## src/rtl/spi_tx_scheduler.sv

```systemverilog
// Drains TX FIFO words into a byte-level SPI master, framing each burst with cs_n
// and enforcing chip-select setup and inter-frame gap timing.
module spi_tx_scheduler #(
  parameter int DATA_WIDTH = 8,
  parameter int MAX_BURST  = 16,
  parameter int CS_SETUP   = 2,
  parameter int GAP_CYCLES = 4
) (
  input  logic                        clk,
  input  logic                        reset_n,
  input  logic                        enable,
  input  logic [$clog2(MAX_BURST):0]  burst_len,
  input  logic [DATA_WIDTH-1:0]       fifo_data,
  input  logic                        fifo_empty,
  output logic                        fifo_read_enable,
  output logic                        spi_start,
  output logic [DATA_WIDTH-1:0]       spi_data,
  input  logic                        spi_busy,
  input  logic                        spi_done,
  output logic                        cs_n,
  output logic                        frame_done,
  output logic                        underrun,
  output logic                        busy
);

  localparam int RW   = $clog2(MAX_BURST) + 1;
  localparam int TMAX = (CS_SETUP > GAP_CYCLES) ? CS_SETUP : GAP_CYCLES;
  localparam int TW   = $clog2(TMAX + 1);

  localparam logic [RW-1:0] MAX_BURST_W = RW'(MAX_BURST);
  localparam logic [TW-1:0] SETUP_LAST  = TW'(CS_SETUP - 1);
  localparam logic [TW-1:0] GAP_LAST    = TW'(GAP_CYCLES - 1);

  typedef enum logic [2:0] {
    IDLE,
    SETUP,
    LOAD,
    WAIT_DONE,
    GAP
  } state_t;

  state_t                state_reg, state_next;
  logic [RW-1:0]         remaining_reg, remaining_next;
  logic [TW-1:0]         timer_reg, timer_next;
  logic                  cs_n_reg, cs_n_next;
  logic [DATA_WIDTH-1:0] spi_data_reg, spi_data_next;
  logic                  spi_start_reg, spi_start_next;
  logic                  fifo_read_enable_reg, fifo_read_enable_next;
  logic                  frame_done_reg, frame_done_next;
  logic                  underrun_reg, underrun_next;
  logic                  busy_reg, busy_next;
  logic [RW-1:0]         remaining_dec;

  assign remaining_dec = remaining_reg - RW'(1);

  always_ff @(posedge clk or negedge reset_n) begin
    if (!reset_n) begin
      state_reg            <= IDLE;
      remaining_reg        <= '0;
      timer_reg            <= '0;
      cs_n_reg             <= 1'b1;
      spi_data_reg         <= '0;
      spi_start_reg        <= 1'b0;
      fifo_read_enable_reg <= 1'b0;
      frame_done_reg       <= 1'b0;
      underrun_reg         <= 1'b0;
      busy_reg             <= 1'b0;
    end else begin
      state_reg            <= state_next;
      remaining_reg        <= remaining_next;
      timer_reg            <= timer_next;
      cs_n_reg             <= cs_n_next;
      spi_data_reg         <= spi_data_next;
      spi_start_reg        <= spi_start_next;
      fifo_read_enable_reg <= fifo_read_enable_next;
      frame_done_reg       <= frame_done_next;
      underrun_reg         <= underrun_next;
      busy_reg             <= busy_next;
    end
  end

  always_comb begin
    state_next            = state_reg;
    remaining_next        = remaining_reg;
    timer_next            = timer_reg;
    cs_n_next             = cs_n_reg;
    spi_data_next         = spi_data_reg;
    spi_start_next        = 1'b0;
    fifo_read_enable_next = 1'b0;
    frame_done_next       = 1'b0;
    underrun_next         = 1'b0;

    case (state_reg)
      IDLE: begin
        if (enable && !fifo_empty && (burst_len != '0)) begin
          remaining_next = (burst_len > MAX_BURST_W) ? MAX_BURST_W : burst_len;
          cs_n_next      = 1'b0;
          timer_next     = TW'(1);
          // The LOAD cycle itself is the last setup clock before the strobe.
          state_next     = (CS_SETUP <= 1) ? LOAD : SETUP;
        end
      end

      SETUP: begin
        if (timer_reg >= SETUP_LAST) begin
          timer_next = '0;
          state_next = LOAD;
        end else begin
          timer_next = timer_reg + TW'(1);
        end
      end

      LOAD: begin
        if (fifo_empty) begin
          cs_n_next     = 1'b1;
          underrun_next = 1'b1;
          timer_next    = '0;
          state_next    = GAP;
        end else if (!spi_busy) begin
          spi_data_next         = fifo_data;
          spi_start_next        = 1'b1;
          fifo_read_enable_next = 1'b1;
          state_next            = WAIT_DONE;
        end
      end

      WAIT_DONE: begin
        if (spi_done) begin
          remaining_next = remaining_dec;
          if (remaining_dec == '0) begin
            cs_n_next       = 1'b1;
            frame_done_next = 1'b1;
            timer_next      = '0;
            state_next      = GAP;
          end else if (!enable) begin
            cs_n_next  = 1'b1;
            timer_next = '0;
            state_next = GAP;
          end else begin
            state_next = LOAD;
          end
        end
      end

      GAP: begin
        if (timer_reg >= GAP_LAST) begin
          timer_next = '0;
          state_next = IDLE;
        end else begin
          timer_next = timer_reg + TW'(1);
        end
      end

      default: begin
        cs_n_next  = 1'b1;
        timer_next = '0;
        state_next = IDLE;
      end
    endcase

    busy_next = (state_next != IDLE);
  end

  assign cs_n             = cs_n_reg;
  assign spi_data         = spi_data_reg;
  assign spi_start        = spi_start_reg;
  assign fifo_read_enable = fifo_read_enable_reg;
  assign frame_done       = frame_done_reg;
  assign underrun         = underrun_reg;
  assign busy             = busy_reg;

endmodule

```

## config.mk

```make
export PLATFORM = sky130hd
export DESIGN_NAME = spi_tx_scheduler
export DESIGN_NICKNAME = d
export VERILOG_FILES = /design/src/rtl/spi_tx_scheduler.sv
export SDC_FILE = /design/constraint.sdc
export NUM_CORES = 1
export LEC_CHECK = 0
export ABC_AREA = 1
export CORE_UTILIZATION = 43
export DETAILED_ROUTE_END_ITERATION = 8
export PLACE_DENSITY = 0.79
export RECOVER_POWER = 50
export SETUP_SLACK_MARGIN = 0.2
export SLEW_MARGIN = 15
export SYNTH_ARGS = -nofsm -noshare
export SYNTH_HDL_FRONTEND = slang
export SYNTH_SLANG_ARGS = --single-unit
```

## constraint.sdc

```tcl
create_clock -name clk -period 1.6 [get_ports clk]
set_input_delay 0.24 -clock clk [delete_from_list [all_inputs] [get_ports clk]]
set_output_delay 0.24 -clock clk [all_outputs]
set_load 0.01 [all_outputs]
```

==> run_results.csv, run 1 <==
group,metric,value,unit
logic_synthesis,yosysWarnings,0,
pwr,power.density,1643,nW/um^2
hold_path,whs_path_depth,3,
worst_setup_path,worst-r2r-setup-slack,0.07,ns
global_routing,grt_overflow,0,
floorplan,coreArea,2781,sq um
final_layout,drive_gt1_frac,0.3000,
detailed_routing,via_count,1363,
global_routing,grt_usage,0.2365,
global_routing,gr-usage-met3,0.05300,
global_routing,grt_max_degree,25,
final_layout,design_area,1916,sq um
sta,finalHoldViolations,0,
sta,max_freq,0.6526,GHz
logic_synthesis,synth_area_per_cell,7.711,sq um
worst_setup_path,worst_r2r_path_depth,9,
sta,clock_skew,0.009648,ns
logic_synthesis,netlist_area,1280,sq um
cts,cts_buffers,3,
global_routing,grt_pass1_vias,1390,
worst_setup_path,reg2reg_to,"busy",
final_layout,finalNetCount,245,
run,cap_violations,0,
worst_setup_path,crit_fanout,3,
logic_synthesis,synth_nets,190,
worst_setup_path,startpoint,"timer_reg[0]",
sta,fin_tns_setup,0,ns
floorplan,num_rows,19,
sta,rsz0062_at_grt,"yes",
final_layout,finalNonFillerCells,251,
sta,min_period,1.532,ns
logic_synthesis,netlist_instances,166,
cts,cts_root_buffer,"clkbuf_4",
floorplan,top_level_ports,33,
sta,maxSlewHeadroom,0.5974,
logic_synthesis,ys_seq_area_frac,0.4702,
cts,ctsLongestPathBuffers,2,
pwr,p_leak,0.9854,nW
global_routing,antenna_found_initial,0,
cts,clkTransAtPathRegs,0.15,ns
final_layout,largest_register_ffs,8,
worst_setup_path,endpoint,"busy",
worst_setup_path,r2r-start,"timer_reg[0]",
logic_synthesis,ys_ff_latch,24,
worst_setup_path,critPathKind,"reg -> reg",
detailed_routing,ant_nets,0,
detailed_routing,drt-initial-drc-count,66,
cts,h-tree-depth,1,
outcome,outcome,"completed",
floorplan,die-area,3199,sq um
cts,cts.sinks,24,
pwr,peakVddDrop,1.147,mV
floorplan,die_h,56.56,um
placement,place_inst,231,
final_layout,most-common-layout-cells,"nand2_1, dfrtp_1, inv_1, clkdlybuf4s50_1, buf_4",
worst_setup_path,worstSetupStartpointType,"flip-flop",
sta,drv_slew,0,
detailed_routing,drc,0,
detailed_routing,drt-total-wl,3.747,mm
final_layout,antenna_cells,0,
worst_setup_path,end_kind,"flip-flop",
sta,worstMarginPinSlew,0.6039,ns
global_routing,grt_use_met1,0.2628,
cts,worstSkewPairLatency,0.33,ns
detailed_routing,vias_per_cell,5.430,
placement,place_ws,-0.02760,ns
placement,hpwl,2.280,mm
hold_path,hp-class,"in -> reg",
worst_setup_path,required,1.84,ns
global_routing,grtUsageMet2,0.4101,
cts,cts_tree,"done",
floorplan,dieWidth,56.56,um
global_routing,grt_pass1_wl,5.802,mm
placement,finalWeightedCongestion,0.9183,
final_layout,syn_to_final_growth,49.66,%
final_layout,final_common_cell,"nand2_1",
worst_setup_path,worstPathArrival,1.77,ns
floorplan,start_util,0.4602,
detailed_routing,wl_per_cell,14.93,um
sta,setup_ws,0.06775,ns
logic_synthesis,yosysUniqueCellTypes,24,
detailed_routing,first_pass_iters,4,
placement,io_buffers,32,
sta,holdWs,0.4147,ns
global_routing,busiest_layer,"met2",
sta,setup_viol,0,
sta,finalCritPeriodShare,0.9577,
placement,placed_cell_area,1658,sq um
[cell families (layout without fill, tap and decap cells)]
kind of cell,count (synthesis),after routing,synth area share
compound gates,16,16,0.07038
buf+inv,26,79,0.08895
flops,24,24,0.4702
fa+ha+maj,5,5,0.04888
simple gates,95,96,0.3216
[layer usage]
| layer | routed length, um | share of wire |
|---|---|---|
| met2 | 1919 | 0.51 |
| met1 | 1377 | 0.37 |
| met4 | 146 | 0.039 |
| met5 | 0 | 0 |
| met3 | 304 | 0.081 |
[cell usage after synthesis (all sizes together)]
library cell / count / area share
nand2: 55 / 0.17
dfrtp: 23 / 0.45
inv: 23 / 0.067
nor2: 21 / 0.067
nand3: 12 / 0.051
o21ai: 9 / 0.035
a21oi: 5 / 0.020
ha: 5 / 0.049
buf: 2 / 0.015
nand4: 2 / 0.0098
nor3: 2 / 0.012
or2: 2 / 0.0098
a22oi: 1 / 0.0059
and3: 1 / 0.0049
clkinv: 1 / 0.0068
dfstp: 1 / 0.021
o22ai: 1 / 0.0098
[worst max-delay path: stages (launching register included)]
cell and delay [ns]:
dfrtp_1 0.44, buf_4 0.15, buf_4 0.13, inv_1 0.05, nand3_1 0.14, nand3_1 0.13, and3_1 0.19, nand2_2 0.06
nor2_1 0.08, nand2_1 0.06
[worst min-delay path by stage]
| stage | endpoint | startpoint | slack (ns) |
|---|---|---|---|
| after detailed placement | cs_n | cs_n | 0.47 |
| after floorplan | busy | reset_n | -0.06 |
| after CTS | fifo_read_enable | reset_n | 0.26 |
| final | spi_data[6] | fifo_data[6] | 0.41 |
| after global routing | spi_data[6] | fifo_data[6] | 0.43 |
| after global placement | cs_n | cs_n | 0.45 |
[area by class of cell]
class	count	area, sq um
Fill cell	198	865.8
Inverter	24	95.09
Multi-Input combinational cell	117	688.2
Tap cell	31	38.79
Clock buffer	4	36.28
Sequential cell	24	605.6
Timing Repair Buffer	51	451.7
[report_power, final]
part	switching (mW)	internal [mW]
clock	0.202	0.140
combinational	0.974	0.802
sequential	0.178	0.852
total	1.35	1.79
[repair_timing]
item | CTS | global route
resized for setup | 31 | 26
setup buffers | 12 | 3
hold buffers | 0 | 0
setup endpoints to repair | 34 | 23
pin swaps | 10 | 9
hold endpoints to repair | 0 | 0
gates cloned | 0 | 1
[per-stage QoR]
step | util | power, mW
finish | 0.6887 | 3.147
global route | 0.6887 | 3.355
CTS | 0.6514 | 2.798
detailed placement | 0.5960 | 2.313
global placement | 0.5960 | 2.245
floorplan | - | 1.770
Note: power is estimated with default switching activity, not from simulation.
==> run 2: changes to the inputs <==
ABC_CLOCK_PERIOD_IN_PS = 1600   (was unset)
PLACE_DENSITY = 0.75   (was 0.79)
==> run 2 against run 1 <==
  * The flow now finishes with violations (negative setup slack)
  * Final area increased by 8.0%
  * First-iteration DRC count shrank 7.6%
  * Critical path depth unchanged
  * Setup slack got worse by 0.12 ns
  * Clock-buffer cell count is the same
  * Flip-flop and latch count is the same
  * Die area did not move
  * Register-to-register slack got worse by 0.12 ns
  * Non-clock buffer count up 4
  * Hold slack better by 0.017 ns
==> run_results.csv, run 2 (synthesis results as in run 1) <==
group,metric,value,unit
outcome,outcome,"finished with violations",
outcome,violations,"negative setup slack",
worst_setup_path,reg2reg_to,"timer_reg[0]",
worst_setup_path,critPathSlowestCell,"dfrtp_2",
final_layout,design_area,2069,sq um
global_routing,grt_pass1_wl,5.630,mm
cts,cts_root_buffer,"clkbuf_4",
cts,clkTransAtPathRegs,0.13,ns
detailed_routing,wl_met2,2.115,mm
final_layout,drive_gt1_frac,0.3795,
worst_setup_path,crit_fanout,5,
global_routing,grt_usage,0.2258,
cts,ctsLongestPathBuffers,2,
detailed_routing,via_count,1421,
cts,h-tree-depth,1,
pwr,p_total,3.369,mW
cts,cts_hold_buf,0,
detailed_routing,met1_length,1.539,mm
pwr,peakVddDrop,1.111,mV
final_layout,finalNonFillerCells,255,
worst_setup_path,worst-r2r-setup-slack,-0.05,ns
floorplan,die-area,3199,sq um
detailed_routing,maxUsedRoutingLayer,"met4",
sta,setup_viol,1,
detailed_routing,vias_per_cell,5.573,
sta,setup_ws,-0.05014,ns
sta,finalCritPeriodShare,1.031,
final_layout,largest_register_ffs,8,
cts,worstSkewPairLatency,0.32,ns
floorplan,start_util,0.4602,
final_layout,most-common-layout-cells,"nand2_1, dfrtp_1, buf_4",
placement,place_ws,0.02339,ns
sta,max_freq,0.6060,GHz
worst_setup_path,worst_r2r_path_depth,9,
global_routing,grt_max_degree,25,
detailed_routing,first_pass_iters,4,
detailed_routing,dr_wl_met3,322,um
worst_setup_path,crit_path_max_incr_delay,0.47,ns
global_routing,grt_pass1_vias,1357,
placement,io_buffers,32,
floorplan,die_h,56.56,um
worst_setup_path,required,1.85,ns
global_routing,antenna_found_initial,0,
floorplan,coreArea,2781,sq um
sta,rsz0062_at_grt,"yes",
worst_setup_path,path_buf_inv,2,
pwr,p_leak,1.026,nW
worst_setup_path,end_kind,"flip-flop",
worst_setup_path,worstPathArrival,1.90,ns
detailed_routing,ant_nets,0,
final_layout,antenna_cells,0,
worst_setup_path,cp_num_cells,9,
pwr,power.density,1628,nW/um^2
detailed_routing,drc,0,
placement,hpwl,2.250,mm
hold_path,hp-class,"in -> async",
detailed_routing,drt-initial-drc-count,61,
detailed_routing,drt-total-wl,4.134,mm
placement,placed_cell_area,1665,sq um
global_routing,grt_overflow,0,
floorplan,top_level_ports,33,
final_layout,finalNetCount,249,
sta,clock_skew,0.001063,ns
worst_setup_path,crit_chain,"buf_4, buf_4, nor2_4, nand3_4, nor2_4, nor2_2, nor2_1, nor2_1, o21ai_1",
sta,finalHoldViolations,0,
worst_setup_path,critPathKind,"reg -> reg",
sta,maxSlewHeadroom,0.6014,
floorplan,dieWidth,56.56,um
placement,place_inst,232,
floorplan,num_rows,19,
cts,cts_buffers,3,
cts,cts_tree,"done",
detailed_routing,wl_per_cell,16.21,um
sta,drv_slew,0,
placement,finalWeightedCongestion,0.9134,
run,cap_violations,0,
worst_setup_path,r2r-start,"timer_reg[1]",
final_layout,syn_to_final_growth,61.68,%
sta,min_period,1.650,ns
cts,cts.sinks,24,
final_layout,final_common_cell,"nand2_1",
worst_setup_path,cp_top_family,"simple AND/OR/NAND/NOR gates",
sta,worstMarginPinSlew,0.5980,ns
worst_setup_path,worstSetupStartpointType,"flip-flop",
==> run 2: worst max-delay path by stage <==
stage	from	end	slack (ns)
2_1_floorplan	remaining_reg[0]	timer_reg[1]	0.21
3_3_place_gp	fifo_empty	spi_data[3]	0.05
3_5_place_dp	remaining_reg[0]	timer_reg[2]	0.02
4_1_cts	remaining_reg[1]	timer_reg[2]	0.12
5_1_grt	timer_reg[0]	timer_reg[0]	-0.09
6_report	timer_reg[1]	timer_reg[0]	-0.05
==> run 2: area by class of cell <==
cell class	instances	area, sq um
Fill cell	200	711.9
Clock buffer	4	36.28
Timing Repair Buffer	55	489.2
Multi-Input combinational cell	117	803.3
Inverter	24	95.09
Tap cell	31	38.79
Sequential cell	24	606.8
==> run 2: metal layers <==
| layer | vias to the layer above | GRT usage |
|---|---|---|
| met1 | 670 | 0.2642 |
| li1 | 639 | - |
| met3 | 21 | 0.02535 |
| met4 | 0 | 0.1010 |
| met5 | - | 0 |
| met2 | 91 | 0.4101 |
==> run 2: through the flow <==
step,util,setup TNS [ns],hold WS (ns)
6_report,0.7440,-0.05014,0.4318
5_1_grt,0.7440,-0.1748,0.4431
3_5_place_dp,0.5987,0,0.4614
2_1_floorplan,-,0,-0.05559
4_1_cts,0.6689,0,0.2608
3_3_place_gp,0.5987,0,0.4514
==> run 2: worst reg2reg max path, cell delays in order, from the launching register on <==
cell and delay (ns):
dfrtp_2 0.47, buf_4 0.15, buf_4 0.14, nor2_4 0.14, nand3_4 0.11, nor2_4 0.13
nor2_2 0.08, nor2_1 0.17, nor2_1 0.07, o21ai_1 0.14
==> run 2: timing repair <==
item,CTS,global route
cloned,0,1
gates resized for setup,42,42
pin swaps,17,25
setup endpoints to repair,33,22
setup buffers,10,8
==> run 2: power by group <==
| group | internal [mW] | switching [mW] | leakage [nW] |
|---|---|---|---|
| Sequential | 0.854 | 0.221 | 0.301 |
| Clock | 0.139 | 0.190 | 0.0210 |
| Combinational | 0.899 | 1.07 | 0.704 |
| Total | 1.89 | 1.48 | 1.03 |
